==> src/rtl/reorder_pkg.sv <==
`default_nettype none
// ============================================================================
//  Module   : reorder_pkg
//  Brief    : Shared types and helpers for the reorder ingress stage.
//             The write-beat struct depends on the DW/AW parameters of the
//             instantiating module, so it is declared in reorder_ingress.
//  Revision : 1.0  initial release
// ============================================================================
package reorder_pkg;

    // Per-bank lifecycle: accepting beats, full and awaiting FIFO, draining.
    typedef enum logic [1:0] {
        FILL   = 2'd0,
        SEALED = 2'd1,
        DRAIN  = 2'd2
    } bank_state_e;

    // Number of slots in one bank for a given offset width.
    function automatic int depth_of(input int aw);
        return 1 << aw;
    endfunction

endpackage
`default_nettype wire

==> src/rtl/reorder_bank_trk.sv <==
`default_nettype none
// ============================================================================
//  Module   : reorder_bank_trk
//  Brief    : Fill tracker for one reorder bank. It holds the bank FSM, the
//             slot-written bitmap and fill count, and qualifies each offered
//             beat as a new write or a duplicate.
//  Revision : 1.0  initial release
// ============================================================================
module reorder_bank_trk
    import reorder_pkg::*;
#(
    parameter int AW = 7
)
(
    input  logic          clk,
    input  logic          rst_n,
    input  logic          sel,       // current beat targets this bank
    input  logic          in_vld,
    input  logic [AW-1:0] off,
    input  logic          full,
    input  logic          empty,
    output logic          rdy,
    output logic          acc_new,
    output logic          acc_dup,
    output logic          seal
);

    localparam int          DEPTH  = depth_of(AW);
    localparam logic [AW:0] c_LAST = (AW+1)'(DEPTH - 1);

    bank_state_e      r_state;
    bank_state_e      w_state_nxt;
    logic [AW:0]      r_cnt;
    logic [DEPTH-1:0] r_bitmap;
    logic             w_acc;
    logic             w_clear;

    // A full FIFO while filling should not happen; holding rdy low keeps
    // the bank safe if it does.
    assign rdy     = (r_state == FILL) && !full;
    assign w_acc   = sel && in_vld && rdy;
    assign acc_new = w_acc && !r_bitmap[off];
    assign acc_dup = w_acc &&  r_bitmap[off];
    assign seal    = (r_state != FILL);
    assign w_clear = (r_state == DRAIN) && empty;

    // Bank state register.
    always_ff @(posedge clk or negedge rst_n) begin
        if (!rst_n) begin
            r_state <= FILL;
        end else begin
            r_state <= w_state_nxt;
        end
    end

    // Next-state: seal on the last new slot, drain once the FIFO reports
    // full, reopen only once it reports empty while draining.
    always_comb begin
        w_state_nxt = r_state;
        case (r_state)
            FILL: begin
                if (acc_new && (r_cnt == c_LAST)) begin
                    w_state_nxt = SEALED;
                end
            end
            SEALED: begin
                if (full) begin
                    w_state_nxt = DRAIN;
                end
            end
            DRAIN: begin
                if (empty) begin
                    w_state_nxt = FILL;
                end
            end
            default: begin
                w_state_nxt = FILL;
            end
        endcase
    end

    // Fill count and written-slot bitmap; both clear when the bank reopens.
    always_ff @(posedge clk or negedge rst_n) begin
        if (!rst_n) begin
            r_cnt    <= '0;
            r_bitmap <= '0;
        end else if (w_clear) begin
            r_cnt    <= '0;
            r_bitmap <= '0;
        end else if (acc_new) begin
            r_cnt         <= r_cnt + {{AW{1'b0}}, 1'b1};
            r_bitmap[off] <= 1'b1;
        end
    end

endmodule
`default_nettype wire

==> src/rtl/reorder_ingress.sv <==
`default_nettype none
// ============================================================================
//  Module   : reorder_ingress
//  Brief    : Steers an out-of-order tagged response stream into two
//             ping-pong reorder FIFOs. Tag MSB selects the bank, the low
//             tag bits give the write offset. Duplicate tags are dropped
//             and flagged.
//  Revision : 1.0  initial release
// ============================================================================
module reorder_ingress
    import reorder_pkg::*;
#(
    parameter int DW = 18,
    parameter int AW = 7
)
(
    input  logic          clk,
    input  logic          rst_n,
    input  logic          in_vld,
    output logic          in_rdy,
    input  logic [DW-1:0] in_data,
    input  logic [AW:0]   in_seq,      // tag: bit AW = bank, AW-1:0 = offset
    output logic          push0,
    output logic          push1,
    output logic [DW-1:0] data_in,
    output logic [AW-1:0] data_offset,
    input  logic          full0,
    input  logic          full1,
    input  logic          empty0,
    input  logic          empty1,
    output logic          dup_err,
    output logic [1:0]    seal
);

    typedef struct packed {
        logic [DW-1:0] data;
        logic [AW-1:0] offset;
    } beat_t;

    logic          w_bank;
    logic [AW-1:0] w_off;
    logic [1:0]    w_full;
    logic [1:0]    w_empty;
    logic [1:0]    w_sel;
    logic [1:0]    w_rdy;
    logic [1:0]    w_new;
    logic [1:0]    w_dup;
    logic [1:0]    w_seal;
    beat_t         r_beat;

    assign w_bank  = in_seq[AW];
    assign w_off   = in_seq[AW-1:0];
    assign w_full  = {full1, full0};
    assign w_empty = {empty1, empty0};

    // Ready follows the bank the current tag points at, so it is
    // combinational on in_seq.
    assign in_rdy = w_rdy[w_bank];

    for (genvar b = 0; b < 2; b++) begin : g_bank
        assign w_sel[b] = (w_bank == 1'(b));

        reorder_bank_trk #(
            .AW (AW)
        ) u_trk (
            .clk     (clk),
            .rst_n   (rst_n),
            .sel     (w_sel[b]),
            .in_vld  (in_vld),
            .off     (w_off),
            .full    (w_full[b]),
            .empty   (w_empty[b]),
            .rdy     (w_rdy[b]),
            .acc_new (w_new[b]),
            .acc_dup (w_dup[b]),
            .seal    (w_seal[b])
        );
    end

    assign seal        = w_seal;
    assign data_in     = r_beat.data;
    assign data_offset = r_beat.offset;

    // One-cycle write pipeline: push strobes, duplicate flag and the beat
    // captured on a new accept. Only one bank can accept per cycle.
    always_ff @(posedge clk or negedge rst_n) begin
        if (!rst_n) begin
            push0   <= 1'b0;
            push1   <= 1'b0;
            dup_err <= 1'b0;
            r_beat  <= '0;
        end else begin
            push0   <= w_new[0];
            push1   <= w_new[1];
            dup_err <= |w_dup;
            if (|w_new) begin
                r_beat.data   <= in_data;
                r_beat.offset <= w_off;
            end
        end
    end

endmodule
`default_nettype wire

==> config.mk <==
export PLATFORM = sky130hd
export DESIGN_NAME = reorder_ingress
export DESIGN_NICKNAME = d
export VERILOG_FILES = /design/src/rtl/reorder_pkg.sv /design/src/rtl/reorder_bank_trk.sv /design/src/rtl/reorder_ingress.sv
export SDC_FILE = /design/constraint.sdc
export NUM_CORES = 1
export LEC_CHECK = 0
export BUFFER_PORTS_ARGS = -buffer_cell sky130_fd_sc_hd__buf_2
export CORE_MARGIN = 10
export CORE_UTILIZATION = 40
export CTS_BUF_LIST = sky130_fd_sc_hd__clkbuf_16
export DETAILED_ROUTE_END_ITERATION = 12
export SLEW_MARGIN = 15
export SYNTH_ARGS = -nofsm -noshare
export SYNTH_HDL_FRONTEND = slang
export SYNTH_HIERARCHICAL = 1
export SYNTH_SLANG_ARGS = --single-unit
==> constraint.sdc <==
create_clock -name clk -period 2.8 [get_ports clk]
set_input_delay 0.14 -clock clk [delete_from_list [all_inputs] [get_ports clk]]
set_output_delay 0.14 -clock clk [all_outputs]
set_load 0.1 [all_outputs]
## Yosys cells after proc, flatten, opt, wreduce, memory -nomap -nowiden

Index checks and enable logic that the tools add are counted.

- Input bits: 33
- Bits in registers: 304
- Bits in writable memories: 0
- ROM bits: 0
- Memories: 0
- Output and inout port bits: 31
- Bits in latches: 0
- Word-level logic and storage cells: 84

- Shift-type cells: 0
- Multiply operators: 0
- Divide/modulo/power cells: 0
- $add $sub $neg: 2
- Bitwise logic cells: 3
- Reduce and logical (&&, ||, !) cells: 29
- Multiplexer cells: 24
- Eq/ne operators: 12
- Order comparisons: 3

Operator list:

| operator | number |
|---|---|
| 2-to-1 mux 128 bit | 4 |
| OR 128 bit | 2 |
| 2-to-1 mux 8 bit | 4 |
| adder 8 x 1 -> 8 bit (second input constant) | 2 |
| equality test 8 x 7 -> 1 bit (second input constant) | 2 |
| logical AND 1 bit | 15 |
| binary-select mux 1 bit (select 7 bit) | 2 |
| 2-to-1 mux 2 bit | 6 |
| != test 2 bit (second input constant) | 6 |
| one-hot mux 2 bit (3 select lines) | 2 |
| < comparator 7 x 8 -> 1 bit (second input constant) | 1 |
| nonzero test 2 bit | 4 |
| demux 1 bit (select 7 bit) | 1 |
| greater-or-equal comparator 7 x 1 -> 1 bit (second input constant) | 1 |
| AND reduction 3 bit | 2 |
| 2-to-1 mux 1 bit | 5 |
| equality test 2 x 1 -> 1 bit (second input constant) | 2 |
| equality test 2 bit (second input constant) | 2 |
| logical NOT 1 bit | 4 |
| logical NOT 2 bit | 2 |
| OR reduction 2 bit | 2 |
| < comparator 1 x 2 -> 1 bit (second input constant) | 1 |
| inverter 1 bit | 1 |

## Longest topological paths before layout

Gate-level depths: netlist of the first run.

- Depth after elaboration: 7
- Gate-level depth with buffers: 16
- Gate-level depth less buffers: 9

## Hierarchy

The synthesis of the first run kept the hierarchy.

By module, submodules not included:

| module | times used | seq. area each (µm²) | cells an instance | area each (µm²) |
|---|---|---|---|---|
| reorder_bank_trk at g_bank[1].u_trk | 1 | 3453.3 | 686 | 7036.7 |
| reorder_bank_trk at g_bank[0].u_trk | 1 | 3453.3 | 677 | 6511.2 |
| reorder_ingress | 1 | 700.7 | 59 | 1037.2 |

## Worst setup path before layout of the first run

OpenSTA, ideal clock, no wires.

- Path kind: input to register
- Start: input port in_seq[0]
- End: register r_beat (netlist bit data_in[0])
- Cell stages on the path: 15
- Slack: -0.180 ns
- Arrival: 2.855 ns
- Library setup time: 0.126 ns
- Cell sequence: buf_4 > buf_4 > buf_2 > nor3b_1 > a221oi_1 > o32a_1 > nor2_1 > o2111ai_2 > nand2_2 > buf_2 > buf_6 > inv_1 > nor2_4 > buf_6 > mux2_2

- Cells in the longest elaborated chain, start to end: 5
- Elaborated cells between the ends (all ways): 9

Ends and longest elaborated chain:

| what | RTL line | source |
|---|---|---|
| from (decl) | reorder_ingress.sv:22 | `input logic [AW:0] in_seq,` |
| binary-select mux 1 bit (select 7 bit) | reorder_bank_trk.sv:42 | `assign acc_new = w_acc && !r_bitmap[off];` |
| 2-to-1 mux 1 bit (implied by the code) | reorder_bank_trk.sv:42 |  |
| logical NOT 1 bit | reorder_bank_trk.sv:42 |  |
| logical AND 1 bit | reorder_bank_trk.sv:42 |  |
| net w_new[1] | reorder_ingress.sv:46 | `logic [1:0] w_new;` |
| OR reduction 2 bit | reorder_ingress.sv:96 | `if (\|w_new) begin` |
| to (decl) | reorder_ingress.sv:49 | `beat_t r_beat;` |

The timed path passes the listed nets, and every way through them passes these cells. The select of a mux whose other input is x is not followed.
A chain may end at the register's enable or synchronous reset.

## Final worst setup path of the first run

- Start: register g_bank[0].u_trk.r_bitmap[107]
- End: register g_bank[0].u_trk.r_bitmap[44]

- Cells in the longest elaborated chain, start to end: 5

Ends and longest elaborated chain:

| what | RTL line | source |
|---|---|---|
| from (decl) | reorder_bank_trk.sv:34 | `logic [DEPTH-1:0] r_bitmap;` |
| from (signal assigned) | reorder_bank_trk.sv:86 | `r_bitmap <= '0;` |
| from (signal assigned) | reorder_bank_trk.sv:89 | `r_bitmap <= '0;` |
| from (signal, indexed assignment) | reorder_bank_trk.sv:92 | `r_bitmap[off] <= 1'b1;` |
| binary-select mux 1 bit (select 7 bit) | reorder_bank_trk.sv:42 |  |
| 2-to-1 mux 1 bit (implied by the code) | reorder_bank_trk.sv:42 |  |
| logical NOT 1 bit | reorder_bank_trk.sv:42 |  |
| logical AND 1 bit | reorder_bank_trk.sv:42 |  |
| net w_new[0] | reorder_ingress.sv:46 |  |
| nonzero test 2 bit (no line) | - |  |

The timed path passes the listed nets, and every way through them passes these cells. The select of a mux whose other input is x is not followed.

==> results.yml, run 1 <==
synthesis:
  synth_cell_types: 78
  ys_warn_count: 6
  ys_seq_elements: 304
  synth_edf_count: 0
  avgSynthCellArea_um2: 10.26
  syn_inst: 1422
  seq_area_frac_synth_pct: 52.16
  synthFlopType: "dfrtp_1"
  netlist_area_um2: 14590
  synth-async-reset-ratio_pct: 100.0
  syn_nets: 1457
timing:
  final_max_slew_viol_count: 0
  maxSlewHeadroom_pct: 37.03
  fin_crit_sh_pct: 97.55
  fin_crit_ns: 2.731
  fin_setup_tns_ns: 0
  clock_skew_ns: 0.02261
  finalHoldViolations: 0
  holdWs_ns: 0.06723
  max_freq_mhz: 366.1
  setup_viol: 0
  tightest_slew_ns: 0.9423
  rsz0062_at_grt: "yes"
final_layout:
  final_core_util_pct: 48.90
  drive_above_1_share_pct: 20.79
  area_growth_pct: 19.84
  layout_commonest_cell: "nand2_1"
  final_cell_mix: "nand2_1 (312), dfrtp_1 (304), o31ai_1 (128)"
  diodes: 0
  fin_cells: 2058
  fin_nets: 1606
critical_path:
  r2r_setup_slack_ns: 0.07
  cpMostUsedCell: "buf_12"
  cp_data_required_time_ns: 3.25
  slowest_stage: "dfrtp_1"
  crit_family: "compound AO/OA/AOI/OAI gates"
  crit_path_end_kind: "register"
  critical_path.max_fanout: 16
  path_cells: "a21o_1, a222oi_1, or4_1, o2111ai_1, o31a_1, a211oi_4, buf_12, buf_12, nand3_4, o21ai_0"
  r2r_start: "g_bank[0].u_trk/r_bitmap[107]$_DFFE_PN0P_"
  reg2reg_depth: 10
  crit_arrival_ns: 3.18
  criticalPathCategory: "register to register"
  crit_path_start_kind: "register"
  crit_buf_inv: 2
  slowest_delay_ns: 0.39
  r2r-end: "g_bank[0].u_trk/r_bitmap[44]$_DFFE_PN0P_"
grt:
  grt_pass1_wl_um: 68010
  use_met1_pct: 26.73
  overflow: 0
  grt_max_degree: 94
  busiest_layer: "met2"
  grt_pass1_vias: 11882
  grt_usage_pct: 18.97
  antenna_found_initial: 0
  grtUsageMet3_pct: 4.510
  grt_use_met2_pct: 28.73
power:
  p_leak_nw: 7.686
  vdd_ir_drop_max_v: 0.0006530
  p_per_area_nw_per_um2: 644.9
die:
  die_w_um: 211.0
  coreArea_um2: 35740
  start_util_pct: 40.81
  design.die.area_um2: 44500
  die_h_um: 211.0
  io_pins: 64
  row_count: 69
route:
  first_iter_violations: 1038
  via_per_inst: 5.744
  first_pass_iters: 6
  post_drt_wl_per_cell_um: 20.48
  wirelength_um: 42160
  vias: 11821
  postRouteAntennaNets: 0
  remaining_drc_errors: 0
placed_design:
  port_buffers: 63
  dp_cells: 1968
  post-dp-hpwl_um: 27860
  place.gp.congestion: 0.8652
clock_network:
  clk_pin_slew_ns: 0.06
  clk_latency_ns: 0.54
  cts_num_sinks: 304
  root_buffer: "clkbuf_16"
  h-tree-depth: 2
  cts_buffers: 36
  cts_buffer_depth: 3
  tritoncts: "yes"
run_status:
  status: "completed"
worst_hold_path:
  holdPathEnd: "data_offset[2]$_DFFE_PN0P_"
  hold_class: "input port to register"
  hold_path_depth: 3
  min_from: "in_seq[2]"
job:
  cap_violations: 0
[registers in the layout, indices dropped and copies added, names as in the netlist]
register,count
data_offset,7
g_bank.u_trk/r_cnt,16
data_in,18
dup_err,1
g_bank.u_trk/r_bitmap,256
g_bank.u_trk/r_state,4
push0,1
push1,1
[worst max-delay path by stage]
| stage | startpoint | to | cells past startpoint |
|---|---|---|---|
| floorplan | in_seq[2] | data_in[0]$_DFFE_PN0P_ | 15 |
| global placement | in_seq[1] | g_bank[1].u_trk/r_bitmap[81]$_DFFE_PN0P_ | 12 |
| detailed placement | in_seq[1] | g_bank[1].u_trk/r_bitmap[81]$_DFFE_PN0P_ | 12 |
| CTS | g_bank[0].u_trk/r_bitmap[107]$_DFFE_PN0P_ | g_bank[0].u_trk/r_bitmap[12]$_DFFE_PN0P_ | 10 |
| global route | g_bank[0].u_trk/r_bitmap[107]$_DFFE_PN0P_ | g_bank[0].u_trk/r_bitmap[99]$_DFFE_PN0P_ | 10 |
| finish | g_bank[0].u_trk/r_bitmap[107]$_DFFE_PN0P_ | g_bank[0].u_trk/r_bitmap[44]$_DFFE_PN0P_ | 10 |
[stage by stage]
stage	total power, mW	area, um^2	setup slack (ns)
2_1_floorplan	6.325	14600	0.004235
5_1_grt	11.74	17480	-0.03230
4_1_cts	11.36	17460	0.07959
3_3_place_gp	6.890	16120	-0.1342
6_report	11.27	17480	0.06851
3_5_place_dp	6.926	16120	-0.1513
[cell families (layout without fill, tap and decap cells)]
family / Yosys count / after routing / synth area share, %
DFF: 304 / 304 / 52.16
muxes: 104 / 104 / 8.922
adders and majority gates: 2 / 2 / 0.1715
AOI/OAI and AO/OA: 397 / 397 / 18.41
buffers and inverters: 135 / 310 / 5.276
xor gates and xnor gates: 1 / 1 / 0.06006
and+or+nand+nor: 479 / 479 / 15.00
[report_power, final]
part	total [mW]	switching, mW	internal, mW
clock network	4.39	1.89	2.50
registers	4.87	0.180	4.69
logic	2.01	1.44	0.573
[final cells by class]
type	count	area, um^2
clock buffers	37	925.9
repair buffers	223	1888
fillers	3366	18260
inverters	23	86.33
clock inverters	27	167.7
well taps	461	576.8
flip-flops and latches	304	7607
multi-input cells	983	6227
[worst min-delay path, stage by stage]
cell and delay [ns]:
buf_4 0.13, buf_4 0.14, mux2_2 0.14
[routing by layer]
metal | vias up | routed length (um)
li1 | 5425 | -
met1 | 5934 | 19470
met2 | 400 | 18890
met3 | 62 | 3080
met4 | 0 | 716
met5 | - | 0
[repair_timing]
action | CTS | global route
hold buffers | 25 | 0
endpoints found under the setup margin | 0 | 16
gates resized for setup | 0 | 9
buffers inserted | 0 | 1
hold endpoints to repair | 95 | 0
[synthesized netlist by cell type, types with 4 or more instances]
cell type,number,share of area (%)
buf_4,9,0.46
a22o_1,8,0.48
o32ai_1,5,0.30
or2_2,7,0.30
dfrtp_1,304,52
o21ai_0,132,4.5
nand4_1,9,0.39
or4_1,4,0.21
buf_6,28,2.2
a22oi_1,8,0.41
nor2_1,30,0.77
a21o_1,4,0.21
a221oi_1,14,0.84
nand3_1,30,1.0
nand2_1,312,8.0
nor4_1,4,0.17
o22ai_1,16,0.69
nor3_1,10,0.34
inv_1,22,0.57
buf_2,15,0.51
and3_1,4,0.17
mux2i_1,49,3.4
nand3_4,4,0.48
mux4_2,17,2.6
mux2_2,35,2.7
a31oi_1,5,0.21
clkbuf_1,59,1.5
o21ai_1,7,0.24
nand2b_1,24,1.0
a21oi_1,23,0.79
nor2b_1,16,0.69
o31ai_1,128,6.6
No activity file was read; power rests on OpenSTA's default activity.
==> inputs of run 2 (changes only) <==
--- a/config.mk
+++ b/config.mk
@@ -7,11 +7,11 @@
 export LEC_CHECK = 0
 export BUFFER_PORTS_ARGS = -buffer_cell sky130_fd_sc_hd__buf_2
 export CORE_MARGIN = 10
-export CORE_UTILIZATION = 40
+export CORE_UTILIZATION = 54
 export CTS_BUF_LIST = sky130_fd_sc_hd__clkbuf_16
 export DETAILED_ROUTE_END_ITERATION = 12
+export PLACE_DENSITY = 0.74
 export SLEW_MARGIN = 15
 export SYNTH_ARGS = -nofsm -noshare
 export SYNTH_HDL_FRONTEND = slang
-export SYNTH_HIERARCHICAL = 1
 export SYNTH_SLANG_ARGS = --single-unit
==> run 2 against run 1 <==
Against the previous run:
- critical path depth decreased by 1
- largest power group unchanged
- synthesized cell count shrank 8.1%
- utilization increased by 18 points
- total power fell by 2.1%
- setup slack worse by 0.019 ns
- routed wire length shrank 7.8%
==> results.yml, run 2 <==
run_status:
  status: "completed"
die:
  design.die.area_um2: 32740
  io_pins: 64
  start_util_pct: 55.23
  die_h_um: 181.0
  coreArea_um2: 25330
  die_w_um: 181.0
  row_count: 58
final_layout:
  largest_reg_flops: 256
  fin_nets: 1484
  fin_cells: 1801
  final_core_util_pct: 66.69
  top_register: "g_bank.u_trk.r_bitmap"
  diodes: 0
  layout_commonest_cell: "dfrtp_1"
  final_cell_mix: "dfrtp_1 (304), nor2_1 (298), a31oi_1 (163)"
  drive_above_1_share_pct: 24.27
  design_area_um2: 16890
  area_growth_pct: 20.74
synthesis:
  synth_cell_types: 58
  syn_inst: 1307
  synth_edf_count: 0
  synthFlopType: "dfrtp_1"
  yosysTopAreaCell: "dfrtp_1"
  synth-async-reset-ratio_pct: 100.0
  ys_top_cells_by_area: "dfrtp_1 (54%), nor2_1 (8.1%), mux4_2 (7.6%), a31oi_1 (7.3%), o21a_1 (2.6%)"
  netlist_area_um2: 13990
  avgSynthCellArea_um2: 10.70
  seq_area_frac_synth_pct: 54.38
  synth_top_area_share_pct: 54.38
  yosysMostFrequentCell: "dfrtp_1"
  ys_warn_count: 0
  ys_seq_elements: 304
  synth.top_cells.by_count: "dfrtp_1 (304), nor2_1 (300), a31oi_1 (164), clkbuf_1 (84), o21a_1 (49)"
  syn_nets: 1342
grt:
  grt_max_degree: 91
  use_met1_pct: 30.70
  antenna_found_initial: 0
  grt_pass1_vias: 11558
  overflow: 0
  busiest_layer: "met2"
  grt_use_met2_pct: 37.49
  grt_usage_pct: 23.26
  grt_pass1_wl_um: 62850
  grtUsageMet3_pct: 4.635
route:
  via_per_inst: 6.333
  post_drt_wl_per_cell_um: 21.59
  first_iter_violations: 1379
  postRouteAntennaNets: 0
  remaining_drc_errors: 0
  wirelength_um: 38880
  vias: 11405
  first_pass_iters: 6
power:
  vdd_ir_drop_max_v: 0.0005001
  p_leak_nw: 8.038
  p_per_area_nw_per_um2: 653.6
timing:
  fin_crit_ns: 2.751
  final_max_slew_viol_count: 0
  rsz0062_at_grt: "no"
  setup_viol: 0
  finalHoldViolations: 0
  holdWs_ns: 0.04233
  fin_crit_sh_pct: 98.25
  tightest_slew_ns: 0.8911
  maxSlewHeadroom_pct: 40.38
  max_freq_mhz: 363.5
  clock_skew_ns: 0.01331
clock_network:
  clk_pin_slew_ns: 0.06
  h-tree-depth: 2
  postCtsSetupRepairBufs: 0
  cts_buffers: 34
  root_buffer: "clkbuf_16"
  clk_latency_ns: 0.51
  tritoncts: "yes"
  cts_buffer_depth: 3
  cts_num_sinks: 304
placed_design:
  port_buffers: 63
  dp_cells: 1717
  placed_cell_area_um2: 15570
  post-dp-hpwl_um: 24950
  place.gp.congestion: 0.8877
job:
  cap_violations: 0
critical_path:
  crit_path_end_kind: "register"
  cp_data_required_time_ns: 3.24
  criticalPathCategory: "register to register"
  crit_path_start_kind: "register"
  crit_arrival_ns: 3.19
  critical_path.max_fanout: 9
worst_hold_path:
  hold_class: "input port to register"
run 2: logic make-up (layout without fill, tap and decap cells):
family          Yosys count  after routing  share of synthesized area, %
simple gates            406            406                         12.24
buf+inv                 144            308                         4.731
mux                     103            103                         11.89
xor+xnor                  5              5                        0.3130
fa+ha+maj                 2              2                        0.1789
compound gates          343            343                         16.27
flops                   304            304                         54.38
run 2: per-layer routing:
metal	share of wire (%)	up-vias
li1	-	5009
met1	40	5730
met2	49	552
met3	8.2	114
met4	2.9	0
met5	0	-
run 2: critical path, stage by stage, from the launching register on:
cell,delay (ns)
dfrtp_1,0.38
mux4_2,0.49
o221ai_1,0.19
o31ai_1,0.11
a22o_1,0.28
or3_4,0.42
or3_1,0.36
buf_4,0.19
nor2_1,0.13
o21a_1,0.12
run 2: cell type report:
| class | count | area (um^2) |
|---|---|---|
| fillers | 1850 | 8437 |
| flip-flops and latches | 304 | 7607 |
| multi-input cells | 859 | 5836 |
| repair buffers | 237 | 1984 |
| clock buffers | 35 | 875.8 |
| well taps | 330 | 412.9 |
| clock inverters | 23 | 125.1 |
| inverters | 13 | 48.80 |
run 2: final timing paths:
path / startpoint / endpoint / slack (ns) / depth (start not counted)
max in group asynchronous: rst_n / g_bank[1].u_trk.r_bitmap[88]$_DFFE_PN0P_ / 1.73 / 3
min reg2reg: g_bank[1].u_trk.r_cnt[2]$_DFFE_PN0P_ / g_bank[1].u_trk.r_cnt[2]$_DFFE_PN0P_ / 0.47 / 1
min: in_seq[1] / data_offset[1]$_DFFE_PN0P_ / 0.04 / 2
min in group asynchronous: rst_n / g_bank[1].u_trk.r_bitmap[39]$_DFFE_PN0P_ / 0.19 / 2
max: g_bank[0].u_trk.r_bitmap[87]$_DFFE_PN0P_ / g_bank[0].u_trk.r_bitmap[111]$_DFFE_PN0P_ / 0.05 / 9
max reg2reg: g_bank[0].u_trk.r_bitmap[87]$_DFFE_PN0P_ / g_bank[0].u_trk.r_bitmap[111]$_DFFE_PN0P_ / 0.05 / 9
run 2: timing repair:
action                                 CTS  global route
hold buffers                            26             0
pin swaps                                0             1
gates resized for setup                  2            10
setup endpoints to repair               93           224
endpoints found under the hold margin   91             0
run 2: where the power goes:
part | switching, mW | internal [mW]
sequential | 0.186 | 4.69
clock | 1.72 | 2.34
combinational | 1.51 | 0.590
total | 3.42 | 7.62
run 2: stage by stage:
step | setup WS, ns | total power [mW] | setup TNS [ns]
floorplan | 0.02863 | 6.372 | 0
global placement | -0.4077 | 6.949 | -85.42
detailed placement | -0.4848 | 7.004 | -98.62
CTS | 0.008909 | 11.09 | 0
global route | 0.0002796 | 11.45 | 0
finish | 0.04904 | 11.04 | 0
